<file path="src/rtl/sparse_run_expander_if.sv">
// Token-in / dense-word-out handshake bundle for sparse_run_expander.
//
// Signals:
//   in_valid, in_ready      token handshake (token fires when both are high)
//   in_zero_run [RUN_W]     number of zero words that precede the literal
//   in_data [WORD_SIZE]     literal word emitted after the run (may be zero)
//   in_last                 token closes a vector
//   out_valid, out_ready    dense word handshake (word fires when both are high)
//   out_data [WORD_SIZE]    dense word
//   out_is_zero             out_data is all zeros
//   out_last                literal word of a last token
//
// Modports:
//   slave  - the expander (consumes tokens, produces dense words)
//   master - the environment (produces tokens, consumes dense words)
interface sparse_run_expander_if #(
  parameter int WORD_SIZE = 64,
  parameter int RUN_W     = 8
);
  logic                 in_valid;
  logic                 in_ready;
  logic [RUN_W-1:0]     in_zero_run;
  logic [WORD_SIZE-1:0] in_data;
  logic                 in_last;
  logic                 out_valid;
  logic                 out_ready;
  logic [WORD_SIZE-1:0] out_data;
  logic                 out_is_zero;
  logic                 out_last;

  modport slave (
    input  in_valid, in_zero_run, in_data, in_last, out_ready,
    output in_ready, out_valid, out_data, out_is_zero, out_last
  );

  modport master (
    output in_valid, in_zero_run, in_data, in_last, out_ready,
    input  in_ready, out_valid, out_data, out_is_zero, out_last
  );
endinterface

</file>
<file path="src/rtl/sparse_run_expander.sv">
// Zero-run decoder for the zero-skipping path. Each token {zero_run, data}
// expands into zero_run all-zero words followed by the literal data word,
// so the compute array sees the dense activation stream. Every emitted
// zero word is flagged so downstream units can gate compute.
//
// Ports:
//   clk, rst        clock (rising edge), asynchronous active-high reset
//   bus (slave)     token input and dense word output handshakes
//   stat_words      total dense words emitted (stats build only, else 0)
//   stat_zeros      total zero words emitted (stats build only, else 0)
//
// Optional feature macro: SPARSE_EXP_STATS_EN
//   defined     -> saturating emitted-word / zero-word counters
//   not defined -> stat outputs tied to zero, no counters built
module sparse_run_expander #(
  parameter int WORD_SIZE = 64,
  parameter int RUN_W     = 8,
  parameter int STAT_W    = 32
) (
  input  logic                  clk,
  input  logic                  rst,
  sparse_run_expander_if.slave  bus,
  output logic [STAT_W-1:0]     stat_words,
  output logic [STAT_W-1:0]     stat_zeros
);

  // IDLE: nothing held; ZEROS: emitting run words; DATA: literal presented
  typedef enum logic [1:0] {
    IDLE,
    ZEROS,
    DATA
  } state_t;

  state_t               state;
  logic [RUN_W-1:0]     cnt;
  logic [WORD_SIZE-1:0] data_reg;
  logic                 last_reg;
  logic                 in_fire;
  logic                 out_fire;

  // A new token may enter while idle, or in the same cycle the literal
  // leaves; this is the only combinational input-to-output path.
  assign bus.in_ready = (state == IDLE) || ((state == DATA) && bus.out_ready);
  assign in_fire      = bus.in_valid && bus.in_ready;
  assign out_fire     = bus.out_valid && bus.out_ready;

  // Main FSM with registered outputs. Token acceptance takes priority so a
  // literal leaving and a new token arriving in one cycle chain seamlessly.
  // cnt counts remaining run words and is only loaded with a nonzero run,
  // so it reaches 1 before DATA and never wraps.
  always_ff @(posedge clk or posedge rst) begin
    if (rst) begin
      state           <= IDLE;
      cnt             <= '0;
      data_reg        <= '0;
      last_reg        <= 1'b0;
      bus.out_valid   <= 1'b0;
      bus.out_data    <= '0;
      bus.out_is_zero <= 1'b1;
      bus.out_last    <= 1'b0;
    end else if (in_fire) begin
      data_reg      <= bus.in_data;
      last_reg      <= bus.in_last;
      cnt           <= bus.in_zero_run;
      bus.out_valid <= 1'b1;
      if (bus.in_zero_run == '0) begin
        state           <= DATA;
        bus.out_data    <= bus.in_data;
        bus.out_is_zero <= (bus.in_data == '0);
        bus.out_last    <= bus.in_last;
      end else begin
        state           <= ZEROS;
        bus.out_data    <= '0;
        bus.out_is_zero <= 1'b1;
        bus.out_last    <= 1'b0;
      end
    end else begin
      case (state)
        ZEROS: begin
          if (out_fire) begin
            cnt <= cnt - RUN_W'(1);
            if (cnt == RUN_W'(1)) begin
              state           <= DATA;
              bus.out_data    <= data_reg;
              bus.out_is_zero <= (data_reg == '0);
              bus.out_last    <= last_reg;
            end
          end
        end
        DATA: begin
          if (out_fire) begin
            state           <= IDLE;
            bus.out_valid   <= 1'b0;
            bus.out_data    <= '0;
            bus.out_is_zero <= 1'b1;
            bus.out_last    <= 1'b0;
          end
        end
        default: state <= IDLE;
      endcase
    end
  end

`ifdef SPARSE_EXP_STATS_EN
  // Saturating counters of emitted words and of emitted zero words
  always_ff @(posedge clk or posedge rst) begin
    if (rst) begin
      stat_words <= '0;
      stat_zeros <= '0;
    end else if (out_fire) begin
      if (stat_words != '1) stat_words <= stat_words + STAT_W'(1);
      if (bus.out_is_zero && (stat_zeros != '1)) stat_zeros <= stat_zeros + STAT_W'(1);
    end
  end
`else
  assign stat_words = '0;
  assign stat_zeros = '0;
`endif

endmodule
</file>
<file path="src/flat_wrapper.sv">
// flat-port wrapper written by rule: the top's interface ports become plain ports
module sparse_run_expander_flat 
#(
  parameter int WORD_SIZE = 64,
  parameter int RUN_W     = 8,
  parameter int STAT_W    = 32
)
  (clk, rst, stat_words, stat_zeros, bus_in_valid, bus_in_zero_run, bus_in_data, bus_in_last, bus_out_ready, bus_in_ready, bus_out_valid, bus_out_data, bus_out_is_zero, bus_out_last);
  sparse_run_expander_if #(.WORD_SIZE(WORD_SIZE), .RUN_W(RUN_W)) bus_i ();
  input  logic clk;
  input  logic rst;
  output logic [STAT_W-1:0] stat_words;
  output logic [STAT_W-1:0] stat_zeros;
  input wire logic [$bits(bus_i.in_valid)-1:0] bus_in_valid;
  input wire logic [$bits(bus_i.in_zero_run)-1:0] bus_in_zero_run;
  input wire logic [$bits(bus_i.in_data)-1:0] bus_in_data;
  input wire logic [$bits(bus_i.in_last)-1:0] bus_in_last;
  input wire logic [$bits(bus_i.out_ready)-1:0] bus_out_ready;
  output wire logic [$bits(bus_i.in_ready)-1:0] bus_in_ready;
  output wire logic [$bits(bus_i.out_valid)-1:0] bus_out_valid;
  output wire logic [$bits(bus_i.out_data)-1:0] bus_out_data;
  output wire logic [$bits(bus_i.out_is_zero)-1:0] bus_out_is_zero;
  output wire logic [$bits(bus_i.out_last)-1:0] bus_out_last;
  assign bus_i.in_valid = bus_in_valid;
  assign bus_i.in_zero_run = bus_in_zero_run;
  assign bus_i.in_data = bus_in_data;
  assign bus_i.in_last = bus_in_last;
  assign bus_i.out_ready = bus_out_ready;
  assign bus_in_ready = bus_i.in_ready;
  assign bus_out_valid = bus_i.out_valid;
  assign bus_out_data = bus_i.out_data;
  assign bus_out_is_zero = bus_i.out_is_zero;
  assign bus_out_last = bus_i.out_last;
  sparse_run_expander #(.WORD_SIZE(WORD_SIZE), .RUN_W(RUN_W), .STAT_W(STAT_W)) u_core (.clk(clk), .rst(rst), .bus(bus_i), .stat_words(stat_words), .stat_zeros(stat_zeros));
endmodule
</file>
<file path="config.mk">
export PLATFORM = sky130hd
export DESIGN_NAME = sparse_run_expander_flat
export DESIGN_NICKNAME = d
export VERILOG_FILES = /design/src/rtl/sparse_run_expander_if.sv /design/src/rtl/sparse_run_expander.sv /design/src/flat_wrapper.sv
export SDC_FILE = /design/constraint.sdc
export NUM_CORES = 1
export LEC_CHECK = 0
export BUFFER_PORTS_ARGS = -buffer_cell sky130_fd_sc_hd__buf_4
export CAP_MARGIN = 20
export CORE_MARGIN = 4
export CORE_UTILIZATION = 47
export CTS_CLUSTER_SIZE = 14
export DETAILED_ROUTE_END_ITERATION = 8
export GPL_TIMING_DRIVEN = 0
export PLACE_DENSITY = 0.77
export SYNTH_ARGS = -nofsm -noshare
export SYNTH_HDL_FRONTEND = slang
export SYNTH_SLANG_ARGS = --single-unit
</file>
<file path="constraint.sdc">
create_clock -name clk -period 4.43 [get_ports clk]
set_clock_uncertainty 0.05 [all_clocks]
set_input_delay 0.443 -clock clk [delete_from_list [all_inputs] [get_ports clk]]
set_output_delay 0.443 -clock clk [all_outputs]
set_load 0.005 [all_outputs]
</file>
Word-level counts from Yosys, hierarchy flattened. Cells that the tools add are included.

Bits in registers: 142. Bits of input ports: 77. Output and inout port bits: 132.

$add $sub $neg: 1. Equal/unequal tests: 6. Mux-type cells: 29. Reductions and logical operators: 16.

Operators by type and width (count): 64-bit two-way mux (5); 64-bit logical NOT (2); 64-bit case mux with 2 select lines (1); 8-bit two-way mux (3); 1-bit two-way mux (12); 2-bit two-way mux (5); 3-bit by 1-bit inequality test with 1-bit output, second input constant (3); 8-bit by 1-bit == test with 1-bit output, second input constant (1); 8-bit logical NOT (1); 8-bit by 1-bit subtractor with 8-bit output, second input constant (1); 2-bit nonzero test (3); 1-bit case mux with 2 select lines (2); 2-bit case mux with 2 select lines (1); 2-bit AND reduction (2); 4-bit AND reduction (1); 1-bit logical AND (3); 3-bit AND reduction (1); 3-bit nonzero test (1); 2-bit by 1-bit == test with 1-bit output, second input constant (1); 2-bit == test, second input constant (1); 2-bit logical NOT (1); 1-bit logical OR (1).

Depth between registers and ports, before layout.
Depth in word-level cells: 6. Mapped depth: 8. Depth with buffers taken out: 6.

Least setup slack after synthesis. Ideal clock, no wire load.

Path type: reg-to-reg. From: reg u_core.cnt[3]. To: reg u_core.bus.out_data[11]. Library setup time: 0.127 ns. Data arrival time: 2.037 ns. Required time: 4.253 ns. Path slack: 2.216 ns. Cell stages (with the launch flop): 7. Cells stage by stage: dfrtp_1 or4_1 o32a_1 o21ai_2 buf_6 buf_6 mux2_1.

Longest elaborated chain between the ends: 3.

RTL lines: start, declared (RTL line sparse_run_expander.sv:35) `logic [RUN_W-1:0] cnt;`; start signal, assigned (RTL line sparse_run_expander.sv:64) `cnt <= bus.in_zero_run;`; start signal, assigned (RTL line sparse_run_expander.sv:81) `cnt <= cnt - RUN_W'(1);`; 8-bit by 1-bit == test with 1-bit output (RTL line sparse_run_expander.sv:82) `if (cnt == RUN_W'(1)) begin`; 3-bit by 1-bit inequality test with 1-bit output (no source line); 4-bit AND reduction (no source line); end signal, assigned (RTL line sparse_run_expander.sv:68) `bus.out_data <= bus.in_data;`; end signal, assigned (RTL line sparse_run_expander.sv:84) `bus.out_data <= data_reg;`; end, declared (RTL line sparse_run_expander_if.sv:33) `output in_ready, out_valid, out_data, out_is_zero, out_last`.

Every way passes these cells. A chain may end at the register's enable or synchronous reset.

Worst setup path in the final report.
From: reg u_core.state[0]. To: reg u_core.bus.out_data[4].

Longest elaborated chain between the ends: 6. Elaborated cells on any way between the ends: 13. Those cells by class: 5 x eq/ne; 2 x mux; 6 x reduce/logical.

RTL lines: start, declared (RTL line sparse_run_expander.sv:34) `state_t state;`; start signal, assigned (RTL line sparse_run_expander.sv:53) `state <= IDLE;`; start signal, assigned (RTL line sparse_run_expander.sv:67) `state <= DATA;`; start signal, assigned (RTL line sparse_run_expander.sv:72) `state <= ZEROS;`; 2-bit == test (RTL line sparse_run_expander.sv:43, sparse_run_expander.sv:78); 1-bit logical AND (RTL line sparse_run_expander.sv:43) `assign bus.in_ready = (state == IDLE) || ((state == DATA) && bus.out_ready);`; 1-bit logical OR (RTL line sparse_run_expander.sv:43); 1-bit logical AND (RTL line sparse_run_expander.sv:44) `assign in_fire = bus.in_valid && bus.in_ready;`; 3-bit by 1-bit inequality test with 1-bit output (no source line) or 3-bit nonzero test (tied branches); 4-bit AND reduction (no source line).

Several ways; a longest one is shown, not always the timed one.

==> results_dict.tcl <==
set metrics [dict create \
    synth.area.top_cells "dfrtp_1 51%, nand2_1 11%, a22o_1 8.2%, buf_4 7.0%, mux2_1 6.3%" \
    grt_pass1_vias 5510 \
    outcome "complete, no violations" \
    grt_pass1_wl_mm 28.42 \
    crit-reg2reg-launch "u_core.state[0]" \
    layout_setup_ws_ns 1.942 \
    worstMarginPinSlew_ns 0.6510 \
    cell_internal_pwr_mw 4.140 \
    grtUsageMet3_pct 5.362 \
    dp_hpwl_mm 13.33 \
    syn_to_final_growth_pct 31.93 \
    power_frac_comb_pct 38.5 \
    place_congestion 0.8387 \
    grt_overflow 0 \
    hold_ws_ns 0.006732 \
    initial_core_util_pct 47.92 \
    critPathKind "reg -> reg" \
    drive_above_1_share_pct 30.54 \
    synth.distinct_cells 37 \
    syn_area_um2 6964 \
    pre_cts_ws_ns 1.605 \
    crit_required_ns 4.73 \
    critPathLaunchType "flip-flop" \
    fillerInstances 1194 \
    dr.first_iter.drc_count 435 \
    grt_setup_unrepaired "no" \
    max_cap_viol_count 0 \
    drc 0 \
    routed_wl_mm 18.26 \
    cts_buffer_depth 2 \
    diodes 0 \
    antenna_found_initial 0 \
    hold_class "in -> async" \
    ff_latch_area_um2 3555 \
    multi_input_area_um2 2949 \
    viasPerCell 5.194 \
    yosys_warnings 0 \
    cp_max_fo 10 \
    path_clk_slew_ns 0.06 \
    finalHoldViolCount 0 \
    drv_slew 0 \
    ys.flop_type "dfrtp_1" \
    synth_top_area_share_pct 50.66 \
    top_usage_layer "met2" \
    rows 44 \
    end_kind "flip-flop" \
    cts-resized-gates 0 \
    fmax_mhz 401.9 \
    arrival_ns 2.79 \
    wl_per_cell_um 16.54 \
    tns_ns 0 \
    fin_crit_ns 2.488 \
    met1_usage_pct 31.00 \
    p_switching_mw 2.099 \
    cts_tree "done" \
    synth_edf_count 0 \
    grt_usage_pct 21.81 \
    vdd_drop_max_uv 337.7 \
    async_flop_share_pct 100.0 \
    p_sw_share_pct 33.65 \
    die-area_um2 16830 \
    core_um2 14530 \
    cts_root_buffer "clkbuf_16" \
    cts_hold_buf 0 \
    cts_made_buffers 17 \
    yosysTopAreaCell "dfrtp_1" \
    antenna_left 0 \
    num_io_pins 209 \
    cts_max_level 4 \
    drtPass1Iterations 5 \
    p_leak_nw 4.855 \
    post_cts_buffers 0 \
    syn_avg_cell_area_um2 10.24 \
    synthCells 680 \
    p_per_area_nw_per_um2 679.1 \
    clk_latency_ns 0.41 \
    grt_max_degree 93 \
    r2r_setup_slack_ns 1.94 \
    period_share_pct 56.16 \
    pwr-share-seq_pct 36.8 \
    r2r_cells 8 \
    r2r-end "u_core.bus.out_data[4]" \
    nets 989 \
    die_w_um 129.7 \
    ys_ff_latch 142 \
    fp.dieH_um 129.7 \
    p_clk_share_pct 24.7 \
    slew_headroom_pct 56.60 \
    setup_violations 0 \
    port_buffers 144 \
    seq_area_frac_synth_pct 51.04 \
    totalPowerFinal_mw 6.239 \
    vias 5734 \
    cts_num_sinks 142 \
    cp-startpoint "u_core.state[0]" \
    use_met2_pct 33.21 \
]
-- cell families (layout without fill, tap and decap cells) --
kind of cell / after synthesis / after routing / share of synthesized area, %
fa+ha+maj: 5 / 5 / 0.8983
mux: 66 / 66 / 10.65
xor+xnor: 7 / 7 / 0.8804
compound gates: 83 / 83 / 9.846
buf+inv: 109 / 286 / 10.01
simple gates: 267 / 267 / 16.62
other cells: 1 / 64 / 0.05385
flops: 142 / 142 / 51.04
-- final cells by class --
cell class / count / share of cell area (%)
buffer: 102 / 7.299
timing repair buffer: 145 / 12.07
inverter: 7 / 0.3405
clock inverter: 10 / 1.730
clock buffer: 22 / 5.270
multi-input combinational: 492 / 32.10
tap: 184 / 2.506
sequential: 142 / 38.69
-- worst max path at each step --
stage,to,slack (ns),depth (start not counted)
2_1_floorplan,u_core.bus.out_data[0],0.13,1
3_3_place_gp,u_core.cnt[3],-1.51,2
3_5_place_dp,u_core.bus.out_data[4],1.61,7
4_1_cts,u_core.bus.out_data[4],1.91,8
5_1_grt,u_core.bus.out_data[14],1.71,8
6_report,u_core.bus.out_data[4],1.94,8
-- cells in the mapped netlist (4+ instances only) --
cell and n:
nor4_1 33, nand4_1 9, clkbuf_1 27, or4_1 4
mux2_2 26, o21ai_0 10, buf_4 65, xor2_1 4
a22o_1 65, buf_6 5, ha_1 5, nand2_1 209
buf_2 5, mux2_1 39, inv_1 7, dfrtp_1 141
-- worst max-delay path, stage by stage (launching register included) --
cell and delay, ns:
dfrtp_1 0.40, inv_1 0.09, ha_1 0.23, a21o_1 0.19, nor4b_2 0.51, buf_2 0.34, buf_2 0.29, a22o_1 0.18
mux2_1 0.14
-- layout by cell type (no fill, tap or decap), drive strengths merged, types with 2 or more instances in the layout --
cell	count
or4	4
buf	220
nor4b	2
nor4	33
a22o	65
clkinvlp	2
nand3	2
clkinv	4
inv	7
o21ai	11
xor2	4
ha	5
conb	64
nand2	209
nor3	2
dfrtp	141
clkbuf	49
bufinv	4
nor2	2
xnor2	3
mux2	65
nand4	9
-- metrics by stage --
stage | cell area [um^2] | utilization (%) | cells
6_report | 9188 | 63.21 | 1104
5_1_grt | 9188 | 63.21 | 1104
4_1_cts | 9188 | 63.21 | 1104
3_5_place_dp | 8544 | 58.79 | 1072
3_3_place_gp | 8512 | 58.57 | 1071
2_1_floorplan | 7201 | - | 743
-- power groups by stage --
stage | Clock, mW | Sequential, mW | Combinational (mW)
CTS | 1.56 | 2.29 | 2.43
floorplan | 0 | 2.22 | 1.59
global route | 1.62 | 2.37 | 2.67
finish | 1.54 | 2.30 | 2.40
detailed placement | 0 | 2.30 | 2.41
global placement | 0 | 2.29 | 2.35
-- metal layers --
layer	vias to the layer above	part of all wire, %
met4	0	2.0
met5	-	0
met2	248	46
met1	2774	44
met3	27	7.8
li1	2685	-
(Power assumes the default switching activity.)
